## src/rtl/relogio_scan_ctrl.sv

```systemverilog
// Eight-digit multiplexed 7-segment scanner for an HH-MM-SS clock.
// Each frame shows a snapshot of the time taken at the frame boundary, so
// the digits never tear. Out-of-range fields show 'E'. The field under
// adjustment blinks. A blank guard cycle after each digit change prevents
// ghosting.
module relogio_scan_ctrl #(
    parameter int REFRESH_DIV = 100000,
    parameter int BLINK_DIV   = 25000000
) (
    input  logic       clk_100MHz,
    input  logic       reset,
    input  logic [5:0] horas,
    input  logic [5:0] minutos,
    input  logic [5:0] segundos,
    input  logic [1:0] modo_ajuste,
    output logic [7:0] an,
    output logic [7:0] dec_ddp
);

    localparam int PW = $clog2(REFRESH_DIV + 1);
    localparam int BW = $clog2(BLINK_DIV + 1);
    localparam logic [PW-1:0] PRESC_LAST = PW'(REFRESH_DIV - 1);
    localparam logic [BW-1:0] BLINK_LAST = BW'(BLINK_DIV - 1);

    // Encoding matches modo_ajuste; F_NONE also marks the dash slots.
    typedef enum logic [1:0] {
        F_NONE  = 2'd0,
        F_HOURS = 2'd1,
        F_MIN   = 2'd2,
        F_SEC   = 2'd3
    } field_e;

    function automatic logic [7:0] seg7(input logic [3:0] d);
        case (d)
            4'd0:    seg7 = 8'hC0;
            4'd1:    seg7 = 8'hF9;
            4'd2:    seg7 = 8'hA4;
            4'd3:    seg7 = 8'hB0;
            4'd4:    seg7 = 8'h99;
            4'd5:    seg7 = 8'h92;
            4'd6:    seg7 = 8'h82;
            4'd7:    seg7 = 8'hF8;
            4'd8:    seg7 = 8'h80;
            4'd9:    seg7 = 8'h90;
            default: seg7 = 8'hFF;
        endcase
    endfunction

    logic [PW-1:0] presc_q, presc_d;
    logic [2:0]    idx_q, idx_d;
    logic [BW-1:0] blink_q, blink_d;
    logic          phase_q, phase_d;
    logic [1:0]    mode_prev_q;
    logic [5:0]    snap_h_q, snap_h_d, snap_m_q, snap_m_d, snap_s_q, snap_s_d;
    field_e        snap_mode_q, snap_mode_d;
    logic [7:0]    an_q, an_d, seg_q, seg_d;

    logic tick, frame_load, mode_chg;

    assign tick       = (presc_q == PRESC_LAST);
    assign frame_load = tick && (idx_q == 3'd7);
    assign mode_chg   = (modo_ajuste != mode_prev_q);

    // Next-state for prescaler, digit index, blink timer and frame snapshot.
    always_comb begin
        presc_d     = tick ? '0 : presc_q + 1'b1;
        idx_d       = tick ? idx_q + 3'd1 : idx_q;
        snap_h_d    = frame_load ? horas    : snap_h_q;
        snap_m_d    = frame_load ? minutos  : snap_m_q;
        snap_s_d    = frame_load ? segundos : snap_s_q;
        snap_mode_d = frame_load ? field_e'(modo_ajuste) : snap_mode_q;
        if (mode_chg) begin
            // Restart visible so the newly selected field shows at once.
            blink_d = '0;
            phase_d = 1'b1;
        end else if (blink_q == BLINK_LAST) begin
            blink_d = '0;
            phase_d = ~phase_q;
        end else begin
            blink_d = blink_q + 1'b1;
            phase_d = phase_q;
        end
    end

    // Digit decode for the current slot, with guard and blink blanking.
    always_comb begin
        logic [5:0] val;
        logic [3:0] tens, units;
        logic       bad, use_tens, blank;
        logic [7:0] glyph;
        // NOTE: every variable gets a default first so no path infers a latch.
        field_e     fld;
        fld  = F_NONE;
        val  = '0;
        an_d = 8'hFF;
        seg_d = 8'hFF;
        case (idx_q)
            3'd7, 3'd6: begin fld = F_HOURS; val = snap_h_q; end
            3'd4, 3'd3: begin fld = F_MIN;   val = snap_m_q; end
            3'd1, 3'd0: begin fld = F_SEC;   val = snap_s_q; end
            default:    begin fld = F_NONE;  val = '0;       end
        endcase
        bad      = (fld == F_HOURS) ? (val > 6'd23) : (val > 6'd59);
        tens     = 4'(val / 6'd10);
        units    = 4'(val % 6'd10);
        // Tens sit on odd slots for hours/seconds, on the even slot for minutes.
        use_tens = (fld == F_MIN) ? ~idx_q[0] : idx_q[0];
        if (fld == F_NONE)
            glyph = 8'hBF;
        else if (bad)
            glyph = 8'h86;
        else
            glyph = seg7(use_tens ? tens : units);
        blank = (snap_mode_q != F_NONE) && !phase_q && (snap_mode_q == fld);
        // The slot whose index is about to change is forced dark for one cycle.
        if (!tick && !blank) begin
            an_d  = ~(8'h01 << idx_q);
            seg_d = glyph;
        end
    end

    // State and output registers with synchronous reset.
    always_ff @(posedge clk_100MHz) begin
        // NOTE: non-blocking assignments so every register samples pre-edge values.
        if (reset) begin
            presc_q     <= '0;
            idx_q       <= '0;
            blink_q     <= '0;
            phase_q     <= 1'b1;
            mode_prev_q <= 2'd0;
            snap_h_q    <= '0;
            snap_m_q    <= '0;
            snap_s_q    <= '0;
            snap_mode_q <= F_NONE;
            an_q        <= 8'hFF;
            seg_q       <= 8'hFF;
        end else begin
            presc_q     <= presc_d;
            idx_q       <= idx_d;
            blink_q     <= blink_d;
            phase_q     <= phase_d;
            mode_prev_q <= modo_ajuste;
            snap_h_q    <= snap_h_d;
            snap_m_q    <= snap_m_d;
            snap_s_q    <= snap_s_d;
            snap_mode_q <= snap_mode_d;
            an_q        <= an_d;
            seg_q       <= seg_d;
        end
    end

    assign an      = an_q;
    assign dec_ddp = seg_q;

endmodule

```

## config.mk

```make
export PLATFORM = sky130hd
export DESIGN_NAME = relogio_scan_ctrl
export DESIGN_NICKNAME = d
export VERILOG_FILES = /design/src/rtl/relogio_scan_ctrl.sv
export SDC_FILE = /design/constraint.sdc
export NUM_CORES = 1
export LEC_CHECK = 0
export CORE_UTILIZATION = 51
export DETAILED_ROUTE_END_ITERATION = 7
export PLACE_DENSITY = 0.76
export SETUP_SLACK_MARGIN = 0.15
export SLEW_MARGIN = 20
export SYNTH_ARGS = -nofsm -noshare
export SYNTH_HDL_FRONTEND = slang
export SYNTH_SLANG_ARGS = --single-unit
```

## constraint.sdc

```tcl
create_clock -name clk_100MHz -period 11.9 [get_ports clk_100MHz]
set_clock_uncertainty 0.15 [all_clocks]
set_input_delay 2.38 -clock clk_100MHz [delete_from_list [all_inputs] [get_ports clk_100MHz]]
set_output_delay 2.38 -clock clk_100MHz [all_outputs]
set_load 0.005 [all_outputs]
```

==> summary.md, run 1 <==
| Metric | Value |
|---|---|
| CTS Buffer Depth | 2 |
| CTS tree | yes |
| CTS H-tree lvls | 3 |
| Setup Fix Bufs, Post-CTS | 0 |
| Routed vias/inst | 5.52 |
| Worst setup startpoint | reset |
| HPWL after detailed placement | 5690 µm |
| Vias in the first global route | 3078 |
| Tot GR Track Use | 0.203 |
| Share of layout cells above drive strength 1 | 0.0570 |
| DIE HEIGHT | 90.6 µm |
| Yosys reg bits | 83 |
| DRC | 0 |
| Final setup margin | 6.51 ns |
| PostCTS Resize Cnt | 0 |
| Req. time, crit path | 11.97 ns |
| DR iter-0 viols | 101 |
| Hold Fails Final Rpt | 0 |
| Slowest stage cell, crit path | clkdlybuf4s50_1 |
| Post-route ant nets | 0 |
| Max-Cap Viols | 0 |
| Worst skew pair latency | 0.35 ns |
| Worst Setup EP | dec_ddp[4]$_SDFF_PP1_ |
| Router iterations before antenna repair | 4 |
| Total Neg Setup Slack | 0 ns |
| Library cells used by synthesis | 58 |
| Syn Inst Count | 476 |
| Peak VDD IR | 0.0622 mV |
| Worst R2R End | dec_ddp[0]$_SDFF_PP1_ |
| Worst r2r src | idx_q[0]$_SDFFE_PP0P_ |
| Synthesized Nets | 513 |
| EDFF count, synth | 0 |
| Sequential area share after synthesis | 0.416 |
| WL/cell | 13.2 µm |
| # clock sinks | 83 |
| RePlAce Congestion | 0.858 |
| Initial Util | 0.540 |
| ANT cells | 0 |
| Clk root buf | clkbuf_8 |
| Chip Width | 90.6 µm |
| Arrival time worst endpoint | 5.46 ns |
| Rel. slew slack | 0.308 |
| Nets | 541 |
| R2R setup slack | 6.62 ns |
| # rows | 31 |
| Vias | 3354 |
| CP Max Fanout | 29 |
| WS Path Type | in2reg |
| PwrDens | 106 nW/µm² |
| Avg Inst Size Synth | 8.40 µm² |
| Async SR Flop Fraction | 0 |
| Area grow syn2layout | 15.1% |
| Global-route wire length before repair | 13700 µm |
| Leak | 1.61 nW |
| Outcome | completed |
| Cells along the critical path | clkdlybuf4s50_1 -> or2_2 -> a21oi_1 -> o21ai_0 -> a2111oi_0 -> a211oi_1 |
| Final Critical Period | 5.39 ns |
| Period utilization | 0.453 |
| Num ports | 38 |
| Largest net degree at the start of global routing | 30 |
| Worst min path class | reg2reg |
| CP Capture Type | flip-flop |
| RSZ-0062 raised after global routing | false |
| Highest Clock Rate | 186 MHz |
| Setup WS pre-CTS | 6.18 ns |
| CTS hold repair buffers | 0 |
| CP peak stage delay | 0.93 ns |
| CTS Buf Count | 9 |
| Post-synth design cell area | 4000 µm² |
| Grt ovf | 0 |
| CORE AREA | 7410 µm² |
| # port buffers | 36 |
| Worst slew pin tran | 1.03 ns |
| Final WL | 8000 µm |
| R2R cell count | 15 |
| Max Transition Viols Final | 0 |
| Worst-path clk slew | 0.08 ns |
| Total die area | 8200 µm² |
| Top_reg_cell synth | dfxtp_1 |
| Critical Path Start Type | input port |
| Yosys warns | 0 |
| Setup violators final | 0 |
| Initial antenna violation count | 0 |
worst min-delay path by stage:
stage | start | depth (start not counted) | slack [ns] | to
finish | presc_q[0]$_SDFF_PP0_ | 1 | 0.30 | presc_q[0]$_SDFF_PP0_
global route | presc_q[0]$_SDFF_PP0_ | 1 | 0.33 | presc_q[0]$_SDFF_PP0_
CTS | presc_q[0]$_SDFF_PP0_ | 1 | 0.30 | presc_q[0]$_SDFF_PP0_
detailed placement | presc_q[0]$_SDFF_PP0_ | 1 | 0.29 | presc_q[0]$_SDFF_PP0_
global placement | presc_q[0]$_SDFF_PP0_ | 1 | 0.28 | presc_q[0]$_SDFF_PP0_
floorplan | presc_q[0]$_SDFF_PP0_ | 1 | 0.26 | presc_q[0]$_SDFF_PP0_
flip-flops by register name, summed over array words and instances, names as in the netlist:
register     count
blink_q         25
presc_q         17
an               8
dec_ddp          7
snap_h_q         6
snap_m_q         6
snap_s_q         6
idx_q            3
mode_prev_q      2
snap_mode_q      2
phase_q          1
stage by stage:
step | util | std cells | hold WS, ns | total power (W) | area, µm²
after floorplan | - | 476 | 0.263 | 0.000297 | 4000
after global placement | 0.597 | 592 | 0.276 | 0.000308 | 4420
after detailed placement | 0.597 | 592 | 0.287 | 0.000308 | 4420
after CTS | 0.621 | 608 | 0.299 | 0.000491 | 4600
after global routing | 0.621 | 608 | 0.326 | 0.000505 | 4600
final | 0.621 | 608 | 0.296 | 0.000488 | 4600
cells in the mapped netlist (3+ instances only):
| library cell | instances | area share |
|---|---|---|
| dfxtp_1 | 83 | 0.42 |
| nor2_1 | 59 | 0.055 |
| nand2_1 | 52 | 0.049 |
| nand3_1 | 37 | 0.046 |
| a21oi_1 | 27 | 0.034 |
| xor2_1 | 23 | 0.050 |
| clkbuf_1 | 19 | 0.018 |
| xnor2_1 | 17 | 0.037 |
| ha_1 | 15 | 0.047 |
| inv_1 | 13 | 0.012 |
| and3_1 | 11 | 0.017 |
| o21ai_0 | 11 | 0.014 |
| nor2b_1 | 9 | 0.014 |
| a211oi_1 | 8 | 0.015 |
| nor3_1 | 8 | 0.010 |
| nand4_1 | 7 | 0.011 |
| a222oi_1 | 6 | 0.015 |
| nor4_1 | 5 | 0.0078 |
| nor4b_1 | 5 | 0.011 |
| or2_2 | 4 | 0.0063 |
| or3_1 | 4 | 0.0063 |
| a2111oi_0 | 3 | 0.0066 |
| and2_1 | 3 | 0.0047 |
| mux2i_1 | 3 | 0.0075 |
cell type report:
| class | count | area [µm²] |
|---|---|---|
| clock buffer | 13 | 159 |
| clock inverter | 3 | 22.5 |
| fill | 655 | 2810 |
| inverter | 14 | 53.8 |
| multi-input combinational | 356 | 2190 |
| sequential | 83 | 1660 |
| tap | 99 | 124 |
| timing repair buffer | 40 | 390 |
per-layer routing:
metal | up-vias | GRT usage | wire (µm) | part of all wire
met4 | 0 | 0.0578 | 106 | 0.013
met3 | 12 | 0.0598 | 308 | 0.039
met5 | - | 0 | 0 | 0
li1 | 1719 | - | - | -
met1 | 1556 | 0.256 | 3820 | 0.48
met2 | 67 | 0.336 | 3760 | 0.47
cell usage in the layout (no fill, tap or decap), types with 3 or more instances in the layout:
| cell | synthesis | final |
|---|---|---|
| or3_1 | 4 | 4 |
| nand3_1 | 37 | 37 |
| clkbuf_8 | 0 | 11 |
| or2_2 | 4 | 4 |
| nor4b_1 | 5 | 5 |
| clkinvlp_4 | 0 | 3 |
| inv_1 | 13 | 13 |
| a21oi_1 | 27 | 27 |
| a2111oi_0 | 3 | 3 |
| nor4_1 | 5 | 4 |
| mux2i_1 | 3 | 3 |
| nor2_1 | 59 | 59 |
| ha_1 | 15 | 15 |
| clkdlybuf4s50_1 | 0 | 36 |
| a211oi_1 | 8 | 8 |
| nand4_1 | 7 | 7 |
| dfxtp_1 | 83 | 83 |
| and3_1 | 11 | 11 |
| a222oi_1 | 6 | 6 |
| and2_1 | 3 | 3 |
| o21ai_0 | 11 | 11 |
| nor2b_1 | 9 | 9 |
| buf_4 | 1 | 4 |
| xnor2_1 | 17 | 17 |
| nand2_1 | 52 | 52 |
| nor3_1 | 8 | 8 |
| xor2_1 | 23 | 23 |
kinds of logic (layout without fill, tap and decap cells):
family                     count (synthesis)  after routing  share of synthesized area
adders and majority gates                 15             15                     0.0469
xor gates and xnor gates                  40             40                     0.0876
and+or+nand+nor                          220            220                      0.273
AOI/OAI and AO/OA                         76             76                      0.128
other                                      1              1                   0.000938
buffers and inverters                     37             70                     0.0385
DFF                                       83             83                      0.416
muxes                                      4              4                     0.0103
power breakdown:
group	switching, W	total, W	internal [W]
Clock	0.0000989	0.000186	0.0000875
Combinational	0.00000851	0.0000197	0.0000112
Sequential	0.00000141	0.000282	0.000280
Total	0.000109	0.000488	0.000379
worst max-delay path: cells and delay by family:
family	cells	cell delay (ns)
AND/OR/NAND/NOR	1	0.68
AO/OA/AOI/OAI	4	1.45
buffers and inverters	1	0.93
(Power assumes the default switching activity.)
==> run 2, diff against run 1 <==
--- a/config.mk
+++ b/config.mk
@@ -7,7 +7,7 @@
 export LEC_CHECK = 0
 export CORE_UTILIZATION = 51
 export DETAILED_ROUTE_END_ITERATION = 7
-export PLACE_DENSITY = 0.76
+export PLACE_DENSITY = 0.79
 export SETUP_SLACK_MARGIN = 0.15
 export SLEW_MARGIN = 20
 export SYNTH_ARGS = -nofsm -noshare
==> constraint.sdc (replaced) <==
create_clock -name clk_100MHz -period 4.4 [get_ports clk_100MHz]
set_clock_uncertainty 0.15 [all_clocks]
set_input_delay 0.88 -clock clk_100MHz [delete_from_list [all_inputs] [get_ports clk_100MHz]]
set_output_delay 0.88 -clock clk_100MHz [all_outputs]
set_load 0.005 [all_outputs]
==> run 2 against run 1 <==
Total power grew to 3.0 times the previous value. Setup slack got worse by 6.2 ns. Flip-flop and latch count is the same. Critical endpoint is now dec_ddp[0]$_SDFF_PP1_. Global-route usage increased by 0.94 points. Final cell count rose by 1.3%. Count of clock-buffer cells in the layout is 3 lower. Worst hold slack lost 0.0011 ns. Sequential share of layout area fell by 1.9 points. Wire length grew 1.4%.
==> summary.md, run 2 (same netlist as run 1, synthesis figures left out) <==
| Metric | Value |
|---|---|
| Largest register FFs | 25 |
| CTS tree | yes |
| Worst skew pair latency | 0.34 ns |
| Routed vias/inst | 5.52 |
| PwrDens | 299 nW/µm² |
| Initial antenna violation count | 0 |
| Psw | 0.000292 W |
| Tot GR Track Use | 0.213 |
| Register area | 1670 µm² |
| Clk root buf | clkbuf_8 |
| Req. time, crit path | 4.47 ns |
| Most frequent cells in the layout | dfxtp_1, nor2_1, nand2_1 |
| Share of layout cells above drive strength 1 | 0.112 |
| Nets | 549 |
| # clock sinks | 83 |
| Router iterations before antenna repair | 5 |
| Global-route wire length before repair | 14500 µm |
| CTS H-tree lvls | 3 |
| Post-route ant nets | 0 |
| Largest net degree at the start of global routing | 29 |
| Outcome | completed |
| Hold Fails Final Rpt | 0 |
| Chip Width | 90.6 µm |
| Max-Cap Viols | 0 |
| Total Neg Setup Slack | 0 ns |
| Area occupied by multi-input gates | 2340 µm² |
| CP Max Fanout | 17 |
| Worst slew pin tran | 0.999 ns |
| Non-filler cells, final | 616 |
| CTS Buf Count | 9 |
| ANT cells | 0 |
| Area grow syn2layout | 22.2% |
| Switching Share | 0.200 |
| Num ports | 38 |
| Grt ovf | 0 |
| DR iter-0 viols | 149 |
| Period utilization | 0.925 |
| Worst-path clk slew | 0.08 ns |
| Setup violators final | 0 |
| Initial Util | 0.540 |
| Final WL | 8110 µm |
| Arrival time worst endpoint | 4.14 ns |
| Max Transition Viols Final | 0 |
| Peak VDD IR | 0.161 mV |
| WS Path Type | reg2reg |
| Rel. slew slack | 0.327 |
| HPWL after detailed placement | 5840 µm |
| # port buffers | 36 |
| Combinational power share | 0.038 |
| CORE AREA | 7410 µm² |
| WL/cell | 13.2 µm |
| Placed cells | 597 |
| Largest Register | blink_q |
| DRC | 0 |
| Final Critical Period | 4.07 ns |
| Setup WS pre-CTS | 0.273 ns |
| Commonest non-fill, non-tap cell in the layout | dfxtp_1 |
| CP Capture Type | flip-flop |
| RePlAce Congestion | 0.857 |
| Leak | 1.70 nW |
| Sequential fraction of design power | 0.521 |
| RSZ-0062 raised after global routing | false |
| Total die area | 8200 µm² |
| CTS Buffer Depth | 2 |
| # rows | 31 |
| Clock network power share | 0.441 |
| CTS hold repair buffers | 0 |
| Vias in the first global route | 3326 |
| Worst min path class | reg2reg |
| Internal power | 0.00117 W |
| Vias | 3399 |
| Fillers | 616 |
| Highest Clock Rate | 246 MHz |
| Critical Path Start Type | flip-flop |
| DIE HEIGHT | 90.6 µm |
| Final setup margin | 0.330 ns |
-- run 2: per-stage QoR --
stage	util	total power (W)	instance area [µm²]	hold slack, ns
finish	0.659	0.00146	4880	0.295
global route	0.659	0.00152	4880	0.327
global placement	0.618	0.000833	4580	0.275
floorplan	-	0.000803	4140	0.263
detailed placement	0.618	0.000834	4580	0.284
CTS	0.651	0.00147	4820	0.300
-- run 2: routing by layer --
metal,vias to the layer above,global-route usage,wire [µm]
li1,1736,-,-
met1,1585,0.268,3830
met3,9,0.0505,317
met4,0,0.0645,79
met2,69,0.359,3880
met5,-,0,0
-- run 2: critical path: stages, from the launching register on --
cell	delay, ns
dfxtp_4	0.39
ha_4	0.18
ha_4	0.16
a21o_4	0.22
a222oi_1	0.46
buf_4	0.20
buf_6	0.14
and3b_1	0.21
or4_1	0.46
or4b_1	0.47
nand4_1	0.14
o31ai_4	0.12
ha_4	0.18
nor3b_2	0.16
a2111oi_4	0.24
a211oi_1	0.07
-- run 2: what timing repair did --
action,in CTS,in global routing
resized for setup,0,11
buffers inserted,0,3
endpoints found under the setup margin,0,7
-- run 2: worst paths after layout --
| kind | slack, ns | startpoint | endpoint | cells past startpoint |
|---|---|---|---|---|
| max reg2reg | 0.33 | idx_q[0]$_SDFFE_PP0P_ | dec_ddp[0]$_SDFF_PP1_ | 15 |
| max | 0.33 | idx_q[0]$_SDFFE_PP0P_ | dec_ddp[0]$_SDFF_PP1_ | 15 |
| min | 0.29 | presc_q[0]$_SDFF_PP0_ | presc_q[0]$_SDFF_PP0_ | 1 |
| min reg2reg | 0.29 | presc_q[0]$_SDFF_PP0_ | presc_q[0]$_SDFF_PP0_ | 1 |
-- run 2: cell type report --
| type | instances | share of cell area |
|---|---|---|
| multi-input cells | 356 | 0.479 |
| clock buffers | 10 | 0.0261 |
| flip-flops and latches | 83 | 0.342 |
| clock inverters | 6 | 0.0233 |
| well taps | 99 | 0.0254 |
| repair buffers | 48 | 0.0930 |
| inverters | 14 | 0.0115 |
-- run 2: power by group through the flow --
stage	Combinational [W]	Sequential [W]	Clock [W]
detailed placement	0.0000542	0.000780	0
CTS	0.0000545	0.000762	0.000655
finish	0.0000548	0.000761	0.000644
floorplan	0.0000226	0.000780	0
global placement	0.0000535	0.000780	0
global route	0.0000605	0.000762	0.000696
